`config.mk`:
```
export PLATFORM = sky130hd
export DESIGN_NAME = sram_scan_driver_flat
export DESIGN_NICKNAME = d
export VERILOG_FILES = /design/src/rtl/sram_scan_driver_if.sv /design/src/rtl/sram_scan_driver.sv /design/src/flat_wrapper.sv
export SDC_FILE = /design/constraint.sdc
export NUM_CORES = 1
export LEC_CHECK = 0
export CAP_MARGIN = 20
export CORE_ASPECT_RATIO = 1.1
export CORE_MARGIN = 1.5
export CORE_UTILIZATION = 33
export CTS_CLUSTER_SIZE = 10
export DETAILED_ROUTE_END_ITERATION = 8
export GPL_TIMING_DRIVEN = 0
export PLACE_DENSITY = 0.49
export SLEW_MARGIN = 10
export SYNTH_ARGS = -nofsm -noshare
export SYNTH_HDL_FRONTEND = slang
export SYNTH_SLANG_ARGS = --single-unit
```
`constraint.sdc`:
```
create_clock -name scan_clk -period 13.07 [get_ports scan_clk]
set_input_delay 3.921 -clock scan_clk [delete_from_list [all_inputs] [get_ports scan_clk]]
set_output_delay 3.921 -clock scan_clk [all_outputs]
set_load 0.02 [all_outputs]
```
`src/rtl/sram_scan_driver_if.sv`:
```
// Host-side bus of the serial SRAM scan driver: command, write-data and
// read-data handshakes plus transfer status. The host uses the master
// modport and the driver uses the slave modport.
interface sram_scan_driver_if #(
  parameter int N_ADDR = 32,
  parameter int N_CNT  = 33,
  parameter int N_DATA = 32
);
  logic              cmd_valid;
  logic              cmd_ready;
  logic              cmd_write;
  logic [N_ADDR-1:0] cmd_addr;
  logic [N_CNT-2:0]  cmd_count;
  logic [N_DATA-1:0] wr_data;
  logic              wr_valid;
  logic              wr_ready;
  logic [N_DATA-1:0] rd_data;
  logic              rd_valid;
  logic              busy;
  logic              done;
  logic              underrun;

  modport master (
    output cmd_valid, cmd_write, cmd_addr, cmd_count, wr_data, wr_valid,
    input  cmd_ready, wr_ready, rd_data, rd_valid, busy, done, underrun
  );

  modport slave (
    input  cmd_valid, cmd_write, cmd_addr, cmd_count, wr_data, wr_valid,
    output cmd_ready, wr_ready, rd_data, rd_valid, busy, done, underrun
  );
endinterface

```
`src/rtl/sram_scan_driver.sv`:
```
// Upstream master for the serial SRAM scan wrapper. Takes one command,
// holds the wrapper in reset, shifts out the {addr, count, write} header
// LSB-first, then streams write words out or collects read words in.
// Optional feature macro: SCAN_DRV_LOOPBACK_EN adds the lpbk input, which
// makes the rx shifter sample scan_in_o delayed by one cycle instead of
// scan_out_i so the stream can be self-tested without an SRAM.
module sram_scan_driver #(
  parameter int N_ADDR       = 32,
  parameter int N_CNT        = 33,
  parameter int N_DATA       = 32,
  parameter int RST_CYCLES   = 4,
  parameter int RD_LAT_WORDS = 1
) (
  input  logic                    scan_clk,
  input  logic                    scan_rst,
  sram_scan_driver_if.slave       bus,
`ifdef SCAN_DRV_LOOPBACK_EN
  input  logic                    lpbk,
`endif
  output logic                    scan_rst_n_o,
  output logic                    scan_in_o,
  input  logic                    scan_out_i
);

  localparam int HDR_W = N_ADDR + N_CNT;

  typedef enum logic [2:0] {
    IDLE,
    PRE,
    HDR,
    DATA,
    DONE
  } state_t;

  state_t            state;
  logic [6:0]        bit_cnt;
  logic [N_CNT-1:0]  slot_cnt;
  logic [N_CNT-1:0]  count_q;
  logic              write_q;
  logic [HDR_W-1:0]  tx_sr;
  logic [N_DATA-1:0] rx_sr;
  logic              rx_bit;
  logic              last_bit;

`ifdef SCAN_DRV_LOOPBACK_EN
  logic scan_in_d;

  // One-cycle copy of the outgoing serial bit, used as the loopback source
  always_ff @(posedge scan_clk or posedge scan_rst) begin
    if (scan_rst) scan_in_d <= 1'b0;
    else          scan_in_d <= scan_in_o;
  end

  assign rx_bit = lpbk ? scan_in_d : scan_out_i;
`else
  assign rx_bit = scan_out_i;
`endif

  // High in the final cycle of the header or of a data slot
  always_comb begin
    last_bit = 1'b0;
    if (state == HDR)  last_bit = (bit_cnt == 7'(HDR_W - 1));
    if (state == DATA) last_bit = (bit_cnt == 7'(N_DATA - 1));
  end

  // Transfer sequencer: reset phase, header shift, data slots, completion
  always_ff @(posedge scan_clk or posedge scan_rst) begin
    if (scan_rst) begin
      state        <= IDLE;
      bit_cnt      <= '0;
      slot_cnt     <= '0;
      count_q      <= '0;
      write_q      <= 1'b0;
      tx_sr        <= '0;
      rx_sr        <= '0;
      scan_rst_n_o <= 1'b0;
      scan_in_o    <= 1'b0;
      bus.cmd_ready <= 1'b0;
      bus.wr_ready  <= 1'b0;
      bus.rd_data   <= '0;
      bus.rd_valid  <= 1'b0;
      bus.busy      <= 1'b0;
      bus.done      <= 1'b0;
      bus.underrun  <= 1'b0;
    end else begin
      bus.wr_ready <= 1'b0;
      bus.rd_valid <= 1'b0;
      bus.done     <= 1'b0;
      case (state)
        IDLE: begin
          scan_rst_n_o <= 1'b0;
          scan_in_o    <= 1'b0;
          if (bus.cmd_valid && bus.cmd_ready) begin
            write_q  <= bus.cmd_write;
            count_q  <= N_CNT'(bus.cmd_count);
            slot_cnt <= bus.cmd_write ? N_CNT'(bus.cmd_count)
                                      : N_CNT'(bus.cmd_count) + N_CNT'(RD_LAT_WORDS);
            tx_sr    <= {bus.cmd_addr, bus.cmd_count, bus.cmd_write};
            bit_cnt  <= '0;
            bus.underrun  <= 1'b0;
            bus.cmd_ready <= 1'b0;
            bus.busy      <= 1'b1;
            state         <= PRE;
          end else begin
            bus.cmd_ready <= 1'b1;
          end
        end
        PRE: begin
          if (bit_cnt == 7'(RST_CYCLES - 1)) begin
            scan_rst_n_o <= 1'b1;
            scan_in_o    <= tx_sr[0];
            tx_sr        <= tx_sr >> 1;
            bit_cnt      <= '0;
            state        <= HDR;
          end else begin
            bit_cnt <= bit_cnt + 7'd1;
          end
        end
        HDR, DATA: begin
          if (state == DATA) begin
            rx_sr <= {rx_bit, rx_sr[N_DATA-1:1]};
            if (last_bit && !write_q && (slot_cnt < count_q)) begin
              bus.rd_data  <= {rx_bit, rx_sr[N_DATA-1:1]};
              bus.rd_valid <= 1'b1;
            end
          end
          if (last_bit) begin
            bit_cnt <= '0;
            if (slot_cnt == '0) begin
              scan_rst_n_o <= 1'b0;
              scan_in_o    <= 1'b0;
              bus.done     <= 1'b1;
              state        <= DONE;
            end else begin
              slot_cnt <= slot_cnt - 1'b1;
              state    <= DATA;
              if (write_q && bus.wr_valid) begin
                tx_sr        <= HDR_W'(bus.wr_data >> 1);
                scan_in_o    <= bus.wr_data[0];
                bus.wr_ready <= 1'b1;
              end else begin
                tx_sr     <= '0;
                scan_in_o <= 1'b0;
                if (write_q) bus.underrun <= 1'b1;
              end
            end
          end else begin
            scan_in_o <= tx_sr[0];
            tx_sr     <= tx_sr >> 1;
            bit_cnt   <= bit_cnt + 7'd1;
          end
        end
        DONE: begin
          scan_rst_n_o  <= 1'b0;
          scan_in_o     <= 1'b0;
          bus.busy      <= 1'b0;
          bus.cmd_ready <= 1'b1;
          state         <= IDLE;
        end
        default: state <= IDLE;
      endcase
    end
  end

endmodule

```
`src/flat_wrapper.sv`:
```
// flat-port wrapper written by rule: the top's interface ports become plain ports
module sram_scan_driver_flat 
#(
  parameter int N_ADDR       = 32,
  parameter int N_CNT        = 33,
  parameter int N_DATA       = 32,
  parameter int RST_CYCLES   = 4,
  parameter int RD_LAT_WORDS = 1
)
  (scan_clk, scan_rst, scan_rst_n_o, scan_in_o, scan_out_i, bus_cmd_valid, bus_cmd_write, bus_cmd_addr, bus_cmd_count, bus_wr_data, bus_wr_valid, bus_cmd_ready, bus_wr_ready, bus_rd_data, bus_rd_valid, bus_busy, bus_done, bus_underrun);
  sram_scan_driver_if #(.N_ADDR(N_ADDR), .N_CNT(N_CNT), .N_DATA(N_DATA)) bus_i ();
  input  logic scan_clk;
  input  logic scan_rst;
  output logic scan_rst_n_o;
  output logic scan_in_o;
  input  logic scan_out_i;
  input wire logic [$bits(bus_i.cmd_valid)-1:0] bus_cmd_valid;
  input wire logic [$bits(bus_i.cmd_write)-1:0] bus_cmd_write;
  input wire logic [$bits(bus_i.cmd_addr)-1:0] bus_cmd_addr;
  input wire logic [$bits(bus_i.cmd_count)-1:0] bus_cmd_count;
  input wire logic [$bits(bus_i.wr_data)-1:0] bus_wr_data;
  input wire logic [$bits(bus_i.wr_valid)-1:0] bus_wr_valid;
  output wire logic [$bits(bus_i.cmd_ready)-1:0] bus_cmd_ready;
  output wire logic [$bits(bus_i.wr_ready)-1:0] bus_wr_ready;
  output wire logic [$bits(bus_i.rd_data)-1:0] bus_rd_data;
  output wire logic [$bits(bus_i.rd_valid)-1:0] bus_rd_valid;
  output wire logic [$bits(bus_i.busy)-1:0] bus_busy;
  output wire logic [$bits(bus_i.done)-1:0] bus_done;
  output wire logic [$bits(bus_i.underrun)-1:0] bus_underrun;
  assign bus_i.cmd_valid = bus_cmd_valid;
  assign bus_i.cmd_write = bus_cmd_write;
  assign bus_i.cmd_addr = bus_cmd_addr;
  assign bus_i.cmd_count = bus_cmd_count;
  assign bus_i.wr_data = bus_wr_data;
  assign bus_i.wr_valid = bus_wr_valid;
  assign bus_cmd_ready = bus_i.cmd_ready;
  assign bus_wr_ready = bus_i.wr_ready;
  assign bus_rd_data = bus_i.rd_data;
  assign bus_rd_valid = bus_i.rd_valid;
  assign bus_busy = bus_i.busy;
  assign bus_done = bus_i.done;
  assign bus_underrun = bus_i.underrun;
  sram_scan_driver #(.N_ADDR(N_ADDR), .N_CNT(N_CNT), .N_DATA(N_DATA), .RST_CYCLES(RST_CYCLES), .RD_LAT_WORDS(RD_LAT_WORDS)) u_core (.scan_clk(scan_clk), .scan_rst(scan_rst), .bus(bus_i), .scan_rst_n_o(scan_rst_n_o), .scan_in_o(scan_in_o), .scan_out_i(scan_out_i));
endmodule
```
After elaboration in Yosys (flattened, before gate mapping)
Index checks and enable logic that the tools add are counted.

Equality and inequality tests: 15. Bitwise operators: 0. Divide/modulo/power cells: 0. Shift operators: 0. $mul: 0. Multiplexer cells: 51. Magnitude comparators: 1. Reductions and logical operators: 24. $add $sub $neg: 3.

Operators by type and width (number): $mux 65 (4); $pmux 65 s3 (1); $mux 33 (4); $pmux 33 s2 (1); $add 32x1->33 const B (1); $logic_not 33->1 (1); $lt 33x32->1 (1); $sub 33x1->33 const B (1); $mux 31 (1); $mux 1 (26); $mux 7 (3); $pmux 7 s3 (1); $mux 3 (4); $reduce_and 4->1 (3); $ne 2x1->1 const B (5); $reduce_and 2->1 (5); $pmux 3 s3 (1); $add 7x1->7 const B (1); $eq 7x2->1 const B (1); $eq 7x5->1 const B (1); $eq 7x7->1 const B (1); $eq 3x2->1 const B (2); $pmux 1 s2 (3); $pmux 1 s3 (2); 12 further kinds (20).

Word-level logic and storage cells: 110. Output and inout bits: 40. Bits in read-only memories: 0. Input port bits: 102. Register bits after elaboration: 213. Memory bits (writable): 0. Latch bits: 0. Memories kept: 0.

Logic depth before layout (Yosys ltp)
Depth in word-level cells: 8. Depth in mapped cells: 11. Mapped depth without buffers: 8.

Worst setup path after synthesis
Ideal clock, no wire load.

Path type: input port to flip-flop. Start: in bus_cmd_write. End: reg u_core.slot_cnt[30]. Required time: 12.975 ns. Stages on the path: 7. Setup slack: 7.223 ns. Buffers on the path: 1. Arrival: 5.751 ns. Setup time: 0.095 ns. Cell sequence: buf_2 nand4b_1 or3_1 or4_1 nor2_1 nor3_1 o31ai_1.

Cells in the longest elaborated chain, start to end: 3.

Ends and longest elaborated chain: start, declared (RTL line flat_wrapper.sv:18) `input wire logic [$bits(bus_i.cmd_write)-1:0] bus_cmd_write;`; $mux 33 (RTL line sram_scan_driver.sv:96) `slot_cnt <= bus.cmd_write ? N_CNT'(bus.cmd_count)`; $mux 33 (RTL line sram_scan_driver.sv:93) `if (bus.cmd_valid && bus.cmd_ready) begin`; $pmux 33 s2 (RTL line sram_scan_driver.sv:89) `case (state)`; end signal, assigned (RTL line sram_scan_driver.sv:96); end signal, assigned (RTL line sram_scan_driver.sv:135) `slot_cnt <= slot_cnt - 1'b1;`; end, declared (RTL line sram_scan_driver.sv:37) `logic [N_CNT-1:0] slot_cnt;`.

No other way between the ends. The select of a mux whose other input is x is not followed. A chain may end at the register's enable or synchronous reset.

Worst setup path in the final report
Start: in bus_cmd_count[0]. End: reg u_core.slot_cnt[30].

Cells in the longest elaborated chain, start to end: 4.

Ends and longest elaborated chain: start, declared (RTL line flat_wrapper.sv:20) `input wire logic [$bits(bus_i.cmd_count)-1:0] bus_cmd_count;`; $add 32x1->33 (RTL line sram_scan_driver.sv:97) `: N_CNT'(bus.cmd_count) + N_CNT'(RD_LAT_WORDS);`; $mux 33 (RTL line sram_scan_driver.sv:96); $mux 33 (RTL line sram_scan_driver.sv:93); $pmux 33 s2 (RTL line sram_scan_driver.sv:89).

No other way between the ends. The select of a mux whose other input is x is not followed.

==> results.cfg <==
[die]
initial_core_util = 0.3365
die-height_um = 199.4
core_sq_mm = 0.03438
die_x_um = 181.5
num_rows = 71
die-area_sq_mm = 0.03619
ioPinCount = 142

[clock_tree]
ctsResizeCount = 0
cts_tree = built
postCtsSetupRepairBufs = 0
clk_latency_ns = 0.54
clk_pin_slew_ns = 0.06
cts_root_buf = clkbuf_16
cts-hold-fix-buffers = 0
cts_buffers = 26
cts_sinks = 212
htree_levels = 1
cts_buffer_depth = 3

[power]
power_mw = 1.412
leakage_nw = 6.157
clockPowerShare = 0.469
peakVddDrop_uv = 91.05
seqPwrFrac = 0.476
switching_share = 0.2298
internal_power_mw = 1.088
p_sw_mw = 0.3246
combinationalPowerShare = 0.055
power.density_mw_per_mm2 = 98.59

[sta]
slew_viol_final = 0
hold_viol = 0
slew_headroom = 0.3202
max_freq_mhz = 157.8
period_needed_ns = 6.336
rsz0062_at_grt = false
fin_crit_sh = 0.4848
setup_viol = 0
tightest_slew_ns = 1.013
clock_skew_ns = 0.01296

[synthesis]
synthMuxAreaShare = 0.03104
yosysSeqAreaShare = 0.4586
syn_inst = 1255
yosysTopAreaCell = dfrtp_1
synthAdderAreaFrac = 0.03785
synth-main-ff-cell = dfrtp_1
synth.top_cell.area_share = 0.4586
ys_ff_latch = 212
synth_compound_area_frac = 0.2123
async_flop_share = 1.000
yosys_warnings = 0
synth_area_leaders = dfrtp_1, nand2_1, o21ai_0
synth_xor_xnor_area_share = 0.02271
avgSynthCellArea_sq_um = 9.218
synth_top_family_by_area = compound AO/OA/AOI/OAI gates
synthDistinctLibCells = 66
synth_nets = 1392
synth-edff-count = 0
yosys.area_share.simple = 0.1823
synth_area_sq_mm = 0.01157

[cells_and_area]
n_fill_cell = 3435
fin_nets = 1561
utilization = 0.4167
drive_above_1_share = 0.07108
area_growth_pct = 23.84
antenna-diode-count = 0
stdcell_area_sq_mm = 0.01433

[global_route]
grt_pass1_wl_um = 58310
grt_overflow_total = 0
grt_pass1_vias = 10500
grt_usage = 0.2023
grt_max_degree = 82
antenna_found_initial = 0

[setup_path]
cp_max_fo = 5
path_class = input pin to flip-flop
reg2reg_to = u_core.slot_cnt[8]
max_stage_delay_ns = 0.67
reg2reg_depth = 10
cp_slowest_cell = clkdlybuf4s50_1
worstSetupStartpoint = bus_cmd_count[0]
path_buf_inv = 1
critPathRequiredTime_ns = 13.51
cp_cell_sequence = clkdlybuf4s50_1, ha_1, nand4b_1, or3_1, or4_1, nor2_1, nor3_1, o31ai_1
r2r_setup_slack_ns = 9.74
crit-reg2reg-launch = u_core.slot_cnt[0]
critPathLaunchType = input pin
worstPathArrival_ns = 6.78
cp-end-kind = flip-flop
crit_family = simple AND/OR/NAND/NOR gates

[routing]
dr.pass1.iters = 9
totalWireLength_um = 36530
antenna_left = 0
num_vias = 10350
wl_per_cell_um = 19.50
drt_iter0_drc = 586
drc = 0
viasPerCell = 5.526

[worst_hold_path]
min_to = u_core.tx_sr[40]
holdCritPathClass = flip-flop to flip-flop
hold_start = u_core.tx_sr[40]
hold_depth = 2

[place]
dpl.hpwl_um = 26730
port_buffers = 137
routabilityCongestion = 0.8233
placed_area_sq_mm = 0.01357

[outcome]
status = completed

[flow_run]
drv_cap = 0
## worst max path at each step
stage | slack (ns) | endpoint | cells past startpoint
floorplan | 3.35 | u_core.bit_cnt[0] | 1
finish | 6.73 | u_core.slot_cnt[30] | 8
global route | 6.60 | u_core.slot_cnt[24] | 8
detailed placement | 6.15 | u_core.slot_cnt[30] | 8
CTS | 6.72 | u_core.slot_cnt[30] | 8
global placement | -0.06 | u_core.tx_sr[21] | 2
## cell usage after synthesis, drive strengths merged, types with 21 or more instances
| cell | instances |
|---|---|
| and3 | 46 |
| a22oi | 37 |
| nor3 | 28 |
| nand4 | 48 |
| a21oi | 77 |
| xnor2 | 21 |
| a222oi | 31 |
| inv | 48 |
| o211ai | 35 |
| nand3 | 51 |
| clkbuf | 72 |
| mux2 | 31 |
| nor2 | 45 |
| nand2 | 151 |
| o21ai | 150 |
| buf | 24 |
| ha | 35 |
| dfrtp | 212 |
## cells in the final DEF, fill, tap and decap left out, types with 7 or more instances in the layout
| master | instances |
|---|---|
| o21ai_1 | 46 |
| a222oi_1 | 31 |
| mux2_2 | 31 |
| a22oi_1 | 37 |
| nand4_1 | 47 |
| o21ai_0 | 104 |
| clkbuf_1 | 76 |
| clkbuf_16 | 26 |
| ha_1 | 35 |
| buf_6 | 9 |
| o211ai_1 | 34 |
| inv_1 | 47 |
| nand2_1 | 151 |
| a21oi_1 | 77 |
| dfrtp_1 | 212 |
| clkdlybuf4s50_1 | 137 |
| and3_1 | 46 |
| nor2_1 | 45 |
| nor3_1 | 27 |
| and4_1 | 8 |
| nor4_1 | 7 |
| buf_2 | 10 |
| xnor2_1 | 21 |
| nand3_1 | 51 |
| xor2_1 | 9 |
## registers in the layout (all words and copies together), names as in the netlist
name                  count
u_core.write_q            1
u_core.bus.done           1
u_core.bit_cnt            7
u_core.bus.busy           1
u_core.bus.wr_ready       1
u_core.bus.rd_valid       1
u_core.count_q           32
u_core.bus.underrun       1
u_core.bus.rd_data       32
u_core.scan_rst_n_o       1
u_core.scan_in_o          1
u_core.bus.cmd_ready      1
u_core.rx_sr             31
u_core.tx_sr             65
u_core.state              3
u_core.slot_cnt          33
## power groups by stage
stage                     Clock [mW]  Combinational (mW)  Sequential (mW)
after floorplan                    0              0.0270            0.682
after global placement             0              0.0764            0.684
after detailed placement           0              0.0790            0.684
after CTS                      0.684              0.0791            0.672
after global routing           0.711              0.0850            0.673
final                          0.662              0.0779            0.672
## metrics by stage
step	TNS [ns]	hold WS [ns]	setup WS [ns]	instances
floorplan	0	0.4494	3.355	1255
detailed placement	0	0.4711	6.149	1834
global route	0	0.5053	6.601	1873
global placement	-8.752	0.4652	-0.06170	1830
finish	0	0.4782	6.734	1873
CTS	0	0.4838	6.722	1873
## worst reg2reg max path, stage by stage, from the launching register on
cell and delay [ns]:
dfrtp_1 0.43, inv_1 0.11, ha_1 0.20, or3b_1 0.35
buf_2 0.17, nor4_4 0.62, and4_1 0.45, a2111oi_4 0.19
clkbuf_1 0.37, a21oi_1 0.22, a21oi_1 0.06
## metal layers
layer	global-route usage	up-vias	routed length, um
met5	0	-	0
met4	0.05340	0	716
met3	0.03609	55	2027
met2	0.3504	292	17510
met1	0.2601	5010	16270
li1	-	4994	-
## area by class of cell
class,count,area (sq um),area share
plain buffers,96,457.9,0.03197
well taps,438,548.0,0.03825
multi-input cells,899,5635,0.3934
flip-flops and latches,212,5305,0.3703
inverters,48,187.7,0.01310
clock buffers,37,732.0,0.05109
repair buffers,141,1439,0.1004
clock inverters,2,21.27,0.001485
## logic make-up (layout without fill, tap and decap cells)
family                     count (synthesis)  after routing
DFF                                      212            212
muxes                                     32             32
and+or+nand+nor                          417            417
adders and majority gates                 35             35
buffers and inverters                    144            324
AOI/OAI and AO/OA                        385            385
xor gates and xnor gates                  30             30
Power figures use the tool's default switching activity.
